$ cat config.mk
export PLATFORM = sky130hd
export DESIGN_NAME = sigmoid_sched
export DESIGN_NICKNAME = d
export VERILOG_FILES = /design/src/rtl/sigmoid_sched_pkg.sv /design/src/rtl/sigmoid_sched_rr_pick.sv /design/src/rtl/sigmoid_sched.sv
export SDC_FILE = /design/constraint.sdc
export NUM_CORES = 1
export LEC_CHECK = 0
export BUFFER_PORTS_ARGS = -buffer_cell sky130_fd_sc_hd__buf_2
export CELL_PAD_IN_SITES_DETAIL_PLACEMENT = 1
export CELL_PAD_IN_SITES_GLOBAL_PLACEMENT = 2
export CORE_UTILIZATION = 24
export CTS_CLUSTER_DIAMETER = 60
export DETAILED_ROUTE_END_ITERATION = 8
export PLACE_DENSITY_LB_ADDON = 0.1
export SETUP_SLACK_MARGIN = 0.05
export SLEW_MARGIN = 25
export SYNTH_ARGS = -nofsm -noshare
export SYNTH_HDL_FRONTEND = slang
export SYNTH_SLANG_ARGS = --single-unit
$ cat constraint.sdc
create_clock -name clk -period 2.7 [get_ports clk]
set_input_delay 0.54 -clock clk [delete_from_list [all_inputs] [get_ports clk]]
set_output_delay 0.54 -clock clk [all_outputs]
set_load 0.005 [all_outputs]
$ cat src/rtl/sigmoid_sched_pkg.sv
// Shared types and constants for the sigmoid request scheduler.
// Holds the scheduler state encoding, Q16.16 reference constants and the
// width helper used for grant/pointer/counter sizing.
package sigmoid_sched_pkg;

    typedef enum logic [1:0] {
        IDLE  = 2'd0,
        ISSUE = 2'd1,
        WAIT  = 2'd2,
        RESP  = 2'd3
    } state_t;

    // Q16.16 reference points of the sigmoid output range
    localparam logic [31:0] SIG_ONE  = 32'h0001_0000;
    localparam logic [31:0] SIG_HALF = 32'h0000_8000;

    // Ceiling log2 with a floor of 1 so single-entry ranges still get a bit
    function automatic int clog2(input int value);
        int r;
        r = 0;
        for (int i = 0; i < 31; i++) begin
            if ((1 << i) < value) begin
                r = i + 1;
            end
        end
        return (r < 1) ? 1 : r;
    endfunction

endpackage

$ cat src/rtl/sigmoid_sched_rr_pick.sv
// Combinational round-robin selector.
// Returns the index of the first asserted request at or above ptr,
// wrapping modulo NREQ, plus a flag telling whether any request is set.
module rr_pick #(
    parameter int NREQ  = 4,
    parameter int PTR_W = 2
) (
    input  logic [NREQ-1:0]  req,
    input  logic [PTR_W-1:0] ptr,
    output logic [PTR_W-1:0] grant,
    output logic             any_req
);

    // Scan from the farthest position back toward ptr so the nearest set bit wins
    always_comb begin
        logic [PTR_W-1:0] idx;
        grant   = '0;
        any_req = |req;
        idx     = '0;
        for (int k = NREQ - 1; k >= 0; k--) begin
            idx = PTR_W'((int'(ptr) + k) % NREQ);
            if (req[idx]) begin
                grant = idx;
            end
        end
    end

endmodule

$ cat src/rtl/sigmoid_sched.sv
// Scheduler sharing one piecewise-linear sigmoid core between NREQ lanes.
// One transaction at a time: round-robin accept, start pulse to the core,
// wait for its done pulse, then hold the result until the granted lane
// takes it. The result word is forwarded untouched.
// Optional feature: define SIG_TIMEOUT_EN to bound the core wait to TIMEOUT
// cycles; on expiry the lane receives 0.5 flagged by rsp_err.
module sigmoid_sched
    import sigmoid_sched_pkg::*;
#(
    parameter int N       = 32,
    parameter int NREQ    = 4,
    parameter int TIMEOUT = 64
) (
    input  logic              clk,
    input  logic              rst_n,
    input  logic [NREQ-1:0]   req_valid,
    input  logic [NREQ*N-1:0] req_x,
    output logic [NREQ-1:0]   req_ready,
    output logic [NREQ-1:0]   rsp_valid,
    output logic [N-1:0]      rsp_data,
    output logic              rsp_err,
    input  logic [NREQ-1:0]   rsp_ready,
    output logic [N-1:0]      core_x,
    output logic              core_start,
    input  logic [N-1:0]      core_out,
    input  logic              core_done,
    output logic              busy
);

    localparam int PTR_W = clog2(NREQ);
    localparam int CNT_W = clog2(TIMEOUT);

    state_t                  state;
    logic [PTR_W-1:0]        rr_ptr;
    logic [PTR_W-1:0]        gnt_q;
    logic [PTR_W-1:0]        pick_idx;
    logic [PTR_W-1:0]        next_ptr;
    logic                    any_req;
    logic signed [N-1:0]     x_sel;
    logic [N-1:0]            x_arr [NREQ];

`ifdef SIG_TIMEOUT_EN
    localparam logic [N-1:0] HALF_Q = N'(1) << (N / 2 - 1);
    logic [CNT_W-1:0]        wait_cnt;
    logic                    rsp_err_q;
    assign rsp_err = rsp_err_q;
`else
    logic [CNT_W-1:0]        unused_timeout_w;
    assign unused_timeout_w = CNT_W'(TIMEOUT - 1);
    assign rsp_err          = 1'b0;
`endif

    rr_pick #(
        .NREQ  (NREQ),
        .PTR_W (PTR_W)
    ) u_pick (
        .req     (req_valid),
        .ptr     (rr_ptr),
        .grant   (pick_idx),
        .any_req (any_req)
    );

    // Unpack the flat operand bus so the grant index can select a lane directly
    always_comb begin
        for (int i = 0; i < NREQ; i++) begin
            x_arr[i] = req_x[i*N +: N];
        end
    end

    // Operand of the lane that would win this cycle, and the pointer after it
    always_comb begin
        x_sel    = x_arr[pick_idx];
        next_ptr = (pick_idx == PTR_W'(NREQ - 1)) ? '0 : pick_idx + 1'b1;
    end

    // Accept pulse: only in IDLE, only to the single winning lane
    always_comb begin
        req_ready = '0;
        if (state == IDLE && any_req) begin
            req_ready = NREQ'(1) << pick_idx;
        end
    end

    assign busy = (state != IDLE);

    // Transaction sequencer: accept, start the core, wait for done, hand back
    always_ff @(posedge clk or negedge rst_n) begin
        if (!rst_n) begin
            state      <= IDLE;
            rr_ptr     <= '0;
            gnt_q      <= '0;
            core_x     <= '0;
            core_start <= 1'b0;
            rsp_valid  <= '0;
            rsp_data   <= '0;
`ifdef SIG_TIMEOUT_EN
            wait_cnt   <= '0;
            rsp_err_q  <= 1'b0;
`endif
        end else begin
            core_start <= 1'b0;
            case (state)
                IDLE: begin
                    if (any_req) begin
                        gnt_q      <= pick_idx;
                        core_x     <= x_sel;
                        rr_ptr     <= next_ptr;
                        core_start <= 1'b1;
                        state      <= ISSUE;
                    end
                end
                ISSUE: begin
`ifdef SIG_TIMEOUT_EN
                    wait_cnt <= '0;
`endif
                    state <= WAIT;
                end
                WAIT: begin
                    if (core_done) begin
                        rsp_data  <= core_out;
                        rsp_valid <= NREQ'(1) << gnt_q;
`ifdef SIG_TIMEOUT_EN
                        rsp_err_q <= 1'b0;
`endif
                        state     <= RESP;
                    end
`ifdef SIG_TIMEOUT_EN
                    // A core that never answers gets a neutral 0.5 substitute
                    else if (wait_cnt == CNT_W'(TIMEOUT - 1)) begin
                        rsp_data  <= HALF_Q;
                        rsp_valid <= NREQ'(1) << gnt_q;
                        rsp_err_q <= 1'b1;
                        state     <= RESP;
                    end else begin
                        wait_cnt <= wait_cnt + 1'b1;
                    end
`endif
                end
                RESP: begin
                    if (rsp_ready[gnt_q]) begin
                        rsp_valid <= '0;
                        state     <= IDLE;
                    end
                end
                default: state <= IDLE;
            endcase
        end
    end

endmodule
-- Word level (Yosys, flattened, before mapping)
Cells that the tools add are included.
- magnitude comparators: 6
- shifts and indexed selects: 2
- $add $sub $neg: 4
- reductions and logical operators: 9
- mux-type cells: 28
- equality and inequality tests: 7
- bitwise logic cells: 1
- operators with widths (cell ; number):
    binary-select mux 32 bit (select 2 bit) ; 1
    2-to-1 mux 32 bit ; 2
    2-to-1 mux 2 bit ; 8
    less-than comparator 2 x 3 -> 1 bit (second input constant) ; 5
    2-to-1 mux 4 bit ; 3
    binary-select mux 1 bit (select 2 bit) ; 5
    case mux 2 bit (4 select lines) ; 1
    case mux 4 bit (2 select lines) ; 1
    << shifter 1 x 2 -> 4 bit (first input constant) ; 2
    2-to-1 mux 1 bit ; 7
    == test 2 bit (second input constant) ; 3
    != test 2 bit (second input constant) ; 3
    AND reduction 3 bit ; 2
    adder 2 x 1 -> 2 bit (second input constant) ; 2
    adder 2 bit (second input constant) ; 2
    AND reduction 2 bit ; 2
    nonzero test 2 bit ; 2
    OR reduction 4 bit ; 1
    >= comparator 3 bit (second input constant) ; 1
    inverter 2 -> 3 bit ; 1
    == test 2 x 1 -> 1 bit (second input constant) ; 1
    zero test 2 bit ; 1
    logical AND 1 bit ; 1
- bits of input ports: 171
- flip-flop bits (word level): 75

-- Longest topological paths before layout
- depth in word-level cells: 11
- mapped depth: 8

-- Hierarchy
Synthesis repeated with hierarchy kept, for this count alone.
- cells, all modules: 249
- area total of the unflattened synthesis: 3849.9 µm²
- by module, submodules not included (module ; seq. area each (µm²) ; times used ; cells an instance ; area an instance (µm²)):
    sigmoid_sched ; 1876.8 ; 1 ; 236 ; 3772.4
    rr_pick ; 0.0 ; 1 ; 13 ; 77.6

-- Worst setup path after synthesis
No wires, ideal clock.
- path type: input port to output port
- from: in req_valid[1]
- to: out req_ready[3]
- data arrival time: 1.724 ns
- path slack: 0.436 ns
- stages on the path: 7
- path through: mux2_2 > o221ai_4 > buf_6 > buf_6 > inv_2 > ha_1 > and2_1
- longest elaborated chain between the ends: 8
- elaborated cells between the ends (all ways): 16
- classes of those cells: shift (1); mux (13); reduce/logical (2)
- ends and longest elaborated chain (element ; line ; text):
    start: declaration ; sigmoid_sched.sv:16 ; input logic [NREQ-1:0] req_valid,
    binary-select mux 1 bit (select 2 bit) ; sigmoid_sched_rr_pick.sv:22 ; if (req[idx]) begin
    2-to-1 mux 1 bit (not written as such) ; sigmoid_sched_rr_pick.sv:22 ;
    2-to-1 mux 2 bit (4 in series) ; sigmoid_sched_rr_pick.sv:22 ;
    << shifter 1 x 2 -> 4 bit ; sigmoid_sched.sv:80 ; req_ready = NREQ'(1) << pick_idx;
    2-to-1 mux 4 bit * ; sigmoid_sched.sv:79 ; if (state == IDLE && any_req) begin
    end: declaration ; sigmoid_sched.sv:18 ; output logic [NREQ-1:0] req_ready,
Every way passes the cells marked *; elsewhere a longest branch is shown, timed or not. The select of a mux whose other input is x is not followed.

-- Worst setup path in the final report
- from: reg rr_ptr[1]
- to: out req_ready[3]
- longest elaborated chain between the ends: 9
- elaborated cells between the ends (all ways): 17
- classes of those cells: add/sub (3); shift (1); mux (13)
- ends and longest elaborated chain (element ; line ; text):
    start: declaration ; sigmoid_sched.sv:34 ; logic [PTR_W-1:0] rr_ptr;
    start signal: assignment ; sigmoid_sched.sv:107 ; rr_ptr <= next_ptr;
    adder 2 bit ; sigmoid_sched_rr_pick.sv:21 ; idx = PTR_W'((int'(ptr) + k) % NREQ);
    binary-select mux 1 bit (select 2 bit) ; sigmoid_sched_rr_pick.sv:22 ;
    2-to-1 mux 1 bit (not written as such) ; sigmoid_sched_rr_pick.sv:22 ;
    2-to-1 mux 2 bit (3 in series) ; sigmoid_sched_rr_pick.sv:22 ;
    2-to-1 mux 2 bit * ; sigmoid_sched_rr_pick.sv:22 ;
    << shifter 1 x 2 -> 4 bit * ; sigmoid_sched.sv:80 ;
    2-to-1 mux 4 bit * ; sigmoid_sched.sv:79 ;
Marks and branches as above.

==> flow_summary.toml <==
[sta]
fin_crit_sh_pct = 95.1
fin_ws_ns = 0.132
fin_skew_ns = 0.00574
min_period_ns = 2.57
slew_violations = 0
totalNegativeSetupSlack_ns = 0
fmax_mhz = 389
setup_viol = 0
hold_viol_final = 0
rsz0062_at_grt = "no"

[power_and_ir_drop]
combPwrFrac_pct = 44.6
swShare_pct = 35.0
pwr-share-clk_pct = 22.3
switchingPower_uw = 2090
power_frac_seq_pct = 33.1
vdd_drop_max_v = 0.000338
leakage_uw = 0.00305
p_int_uw = 3880
p_per_area_nw_per_um2 = 1060

[routing]
drt-pass1-iter-count = 4
ant_nets = 0
viasPerCell = 4.52
num_vias = 3493
remaining_drc_errors = 0
drtIter0Drc = 141
wire_per_inst_um = 16.9
routed_wl_um = 13100

[clock_network]
cts_sinks = 75
post_cts.repair.setup_buffers = 0
clockBufferDepth = 2
cts_max_level = 3
tritoncts = "built"
clk_pin_slew_ns = 0.06
cts_buffers = 9
root_buffer = "clkbuf_16"
clock_latency_ns = 0.34

[final_layout]
nets = 732
final-instance-count-excl-fill = 773
drive_gt1_share_pct = 54.6
nFillCells = 1801
syn_to_final_growth_pct = 47.8
diodes = 0

[setup_path]
cp_slowest_cell = "dfrtp_1"
path_max_fanout = 6
critical_path.cell_chain = "mux2_2, o221ai_4, inv_2, ha_1, and2_1, buf_2"
rrSetupSlack_ns = 0.54
critPathCapture = "req_ready[3]"
reg2reg_depth = 6
arrival_ns = 2.03
cp.required_ns = 2.16
critPathKind = "flop to output port"
timing.rr.end = "core_x[25]"
cp-end-kind = "output port"
r2r-start = "rr_ptr[1]"
crit_start = "rr_ptr[1]"
slowest_delay_ns = 0.42
critPathLaunchType = "flop"

[floorplan]
io_pins = 246
core_um2 = 15300
dieArea_um2 = 16400
dieWidth_um = 128
start_util_pct = 24.9
rows = 45
die-height_um = 128

[grt]
grt_start_max_net_pins = 48
grt_pass1_wl_um = 19500
grt_usage_pct = 15.9
grt-ovfl-total = 0
antenna_found_initial = 0
first_global_vias = 3750

[place]
preCtsSetupSlack_ns = 0.317
gp_congestion = 0.732
placed_cells = 756
dp_hpwl_um = 9770
port_buffers = 244

[yosys]
synth_fa_ha_area_share_pct = 1.31
synth-seq-cells = 75
synth.cell_area_um2 = 3810
avgSynthCellArea_um2 = 12.1
syn_inst = 314
syn_nets = 489
synthSimpleGateAreaFrac_pct = 6.80
synth_top_family_by_area = "multiplexers"
synth_xor_area_share_pct = 0
muxShareOfSynthArea_pct = 27.5
yosysSeqAreaShare_pct = 49.3
synth_warnings = 0
post_synth_num_cell_types = 36
synth_compound_area_share_pct = 10.8

[min_path]
hold_class = "input port to asynchronous set/reset pin"

[job]
drv_cap = 0

[outcome]
outcome = "finished clean"
## metal layers
layer | up-vias | GRT usage (%) | part of all wire (%)
li1 | 1651 | - | -
met1 | 1721 | 17.5 | 38
met2 | 112 | 29.4 | 55
met3 | 9 | 4.38 | 5.8
met4 | 0 | 5.47 | 1.2
met5 | - | 0 | 0
## power groups by stage
| stage | registers [µW] | logic, µW | clock network, µW |
|---|---|---|---|
| after detailed placement | 2000 | 2700 | 0 |
| after CTS | 1990 | 2710 | 1380 |
| after floorplan | 2020 | 1530 | 0 |
| after global placement | 1970 | 2630 | 0 |
| after global routing | 2060 | 2950 | 1410 |
| final | 1980 | 2660 | 1330 |
## worst min path at each step
stage	end	start	slack, ns
4_1_cts	rsp_data[14]	rst_n	0.15
2_1_floorplan	core_start	rst_n	0.24
5_1_grt	rsp_data[14]	rst_n	0.17
3_3_place_gp	rsp_valid[1]	rsp_valid[1]	0.46
6_report	rsp_data[14]	rst_n	0.14
3_5_place_dp	core_x[7]	core_x[7]	0.47
## critical path: cells and delay by family, from the launching register on
kind | cells | cell delay [ns]
fa+ha+maj | 1 | 0.22
compound gates | 1 | 0.32
flops | 1 | 0.42
mux | 1 | 0.38
buf+inv | 2 | 0.22
simple gates | 1 | 0.14
## synth_stat cells
cell type,instances,area share (%)
nand3_1,1,0.13
o21ai_0,1,0.13
o32a_1,1,0.26
o31ai_1,1,0.20
o21bai_1,1,0.20
nor4bb_1,1,0.26
o221ai_1,32,7.4
a221oi_1,1,0.23
mux2_2,33,9.8
nor2b_1,2,0.33
inv_2,2,0.20
clkbuf_1,9,0.89
mux2_1,1,0.30
buf_6,3,0.89
dfrtp_1,75,49
conb_1,1,0.098
mux2i_1,64,17
ha_1,4,1.3
nand2b_1,1,0.16
nor3_1,2,0.26
nor2_1,1,0.098
a221o_1,1,0.26
nor4_1,2,0.33
and3_1,1,0.16
or3b_1,1,0.23
mux4_2,1,0.59
a21boi_1,1,0.20
nor4b_1,2,0.46
a21o_1,5,0.99
o21ai_1,2,0.26
o221ai_4,1,0.69
inv_1,7,0.69
nand2_1,41,4.0
and2_1,2,0.33
buf_4,4,0.79
buf_2,6,0.79
## cell type report
class | count | area [µm²] | area share, %
Sequential cell | 75 | 1880 | 33.3
Multi-Input combinational cell | 208 | 1770 | 31.5
Timing Repair Buffer | 254 | 1350 | 24.0
Tap cell | 211 | 264 | 4.69
Clock buffer | 12 | 256 | 4.56
Clock inverter | 4 | 72.6 | 1.29
Inverter | 9 | 33.8 | 0.600
## metrics by stage
step / instance area [µm²] / hold WS (ns) / util (%) / power (µW)
6_report: 5630 / 0.141 / 36.8 / 5980
5_1_grt: 5630 / 0.166 / 36.8 / 6410
4_1_cts: 5600 / 0.151 / 36.6 / 6070
3_5_place_dp: 5280 / 0.468 / 34.4 / 4700
3_3_place_gp: 5280 / 0.459 / 34.4 / 4600
2_1_floorplan: 3810 / 0.244 / - / 3550
## cells by family after synthesis
kind of cell               after synthesis
other                                    1
adders and majority gates                4
buffers and inverters                   31
AOI/OAI and AO/OA                       47
muxes                                   99
DFF                                     75
and+or+nand+nor                         57
## registers in the layout, summed over array words and instances, names as in the netlist
signal / flops
rr_ptr: 2
core_x: 32
gnt_q: 2
rsp_valid: 4
rsp_data: 32
core_start: 1
state: 2
## cell usage in the layout, fill, tap and decap left out, types with 3 or more instances in the layout
cell type and instances:
buf_12 3, buf_2 243, buf_4 7, nand2_1 41, mux2i_1 64, ha_1 4, a21o_1 5, dfrtp_1 75
o221ai_1 32, clkbuf_16 10, mux2_2 33, inv_1 7
## repair_timing
item,in CTS,in global routing
resized for setup,0,0
setup endpoints to repair,0,1
endpoints found under the hold margin,0,0
hold buffers,0,0
Note: power is estimated with default switching activity, not from simulation.
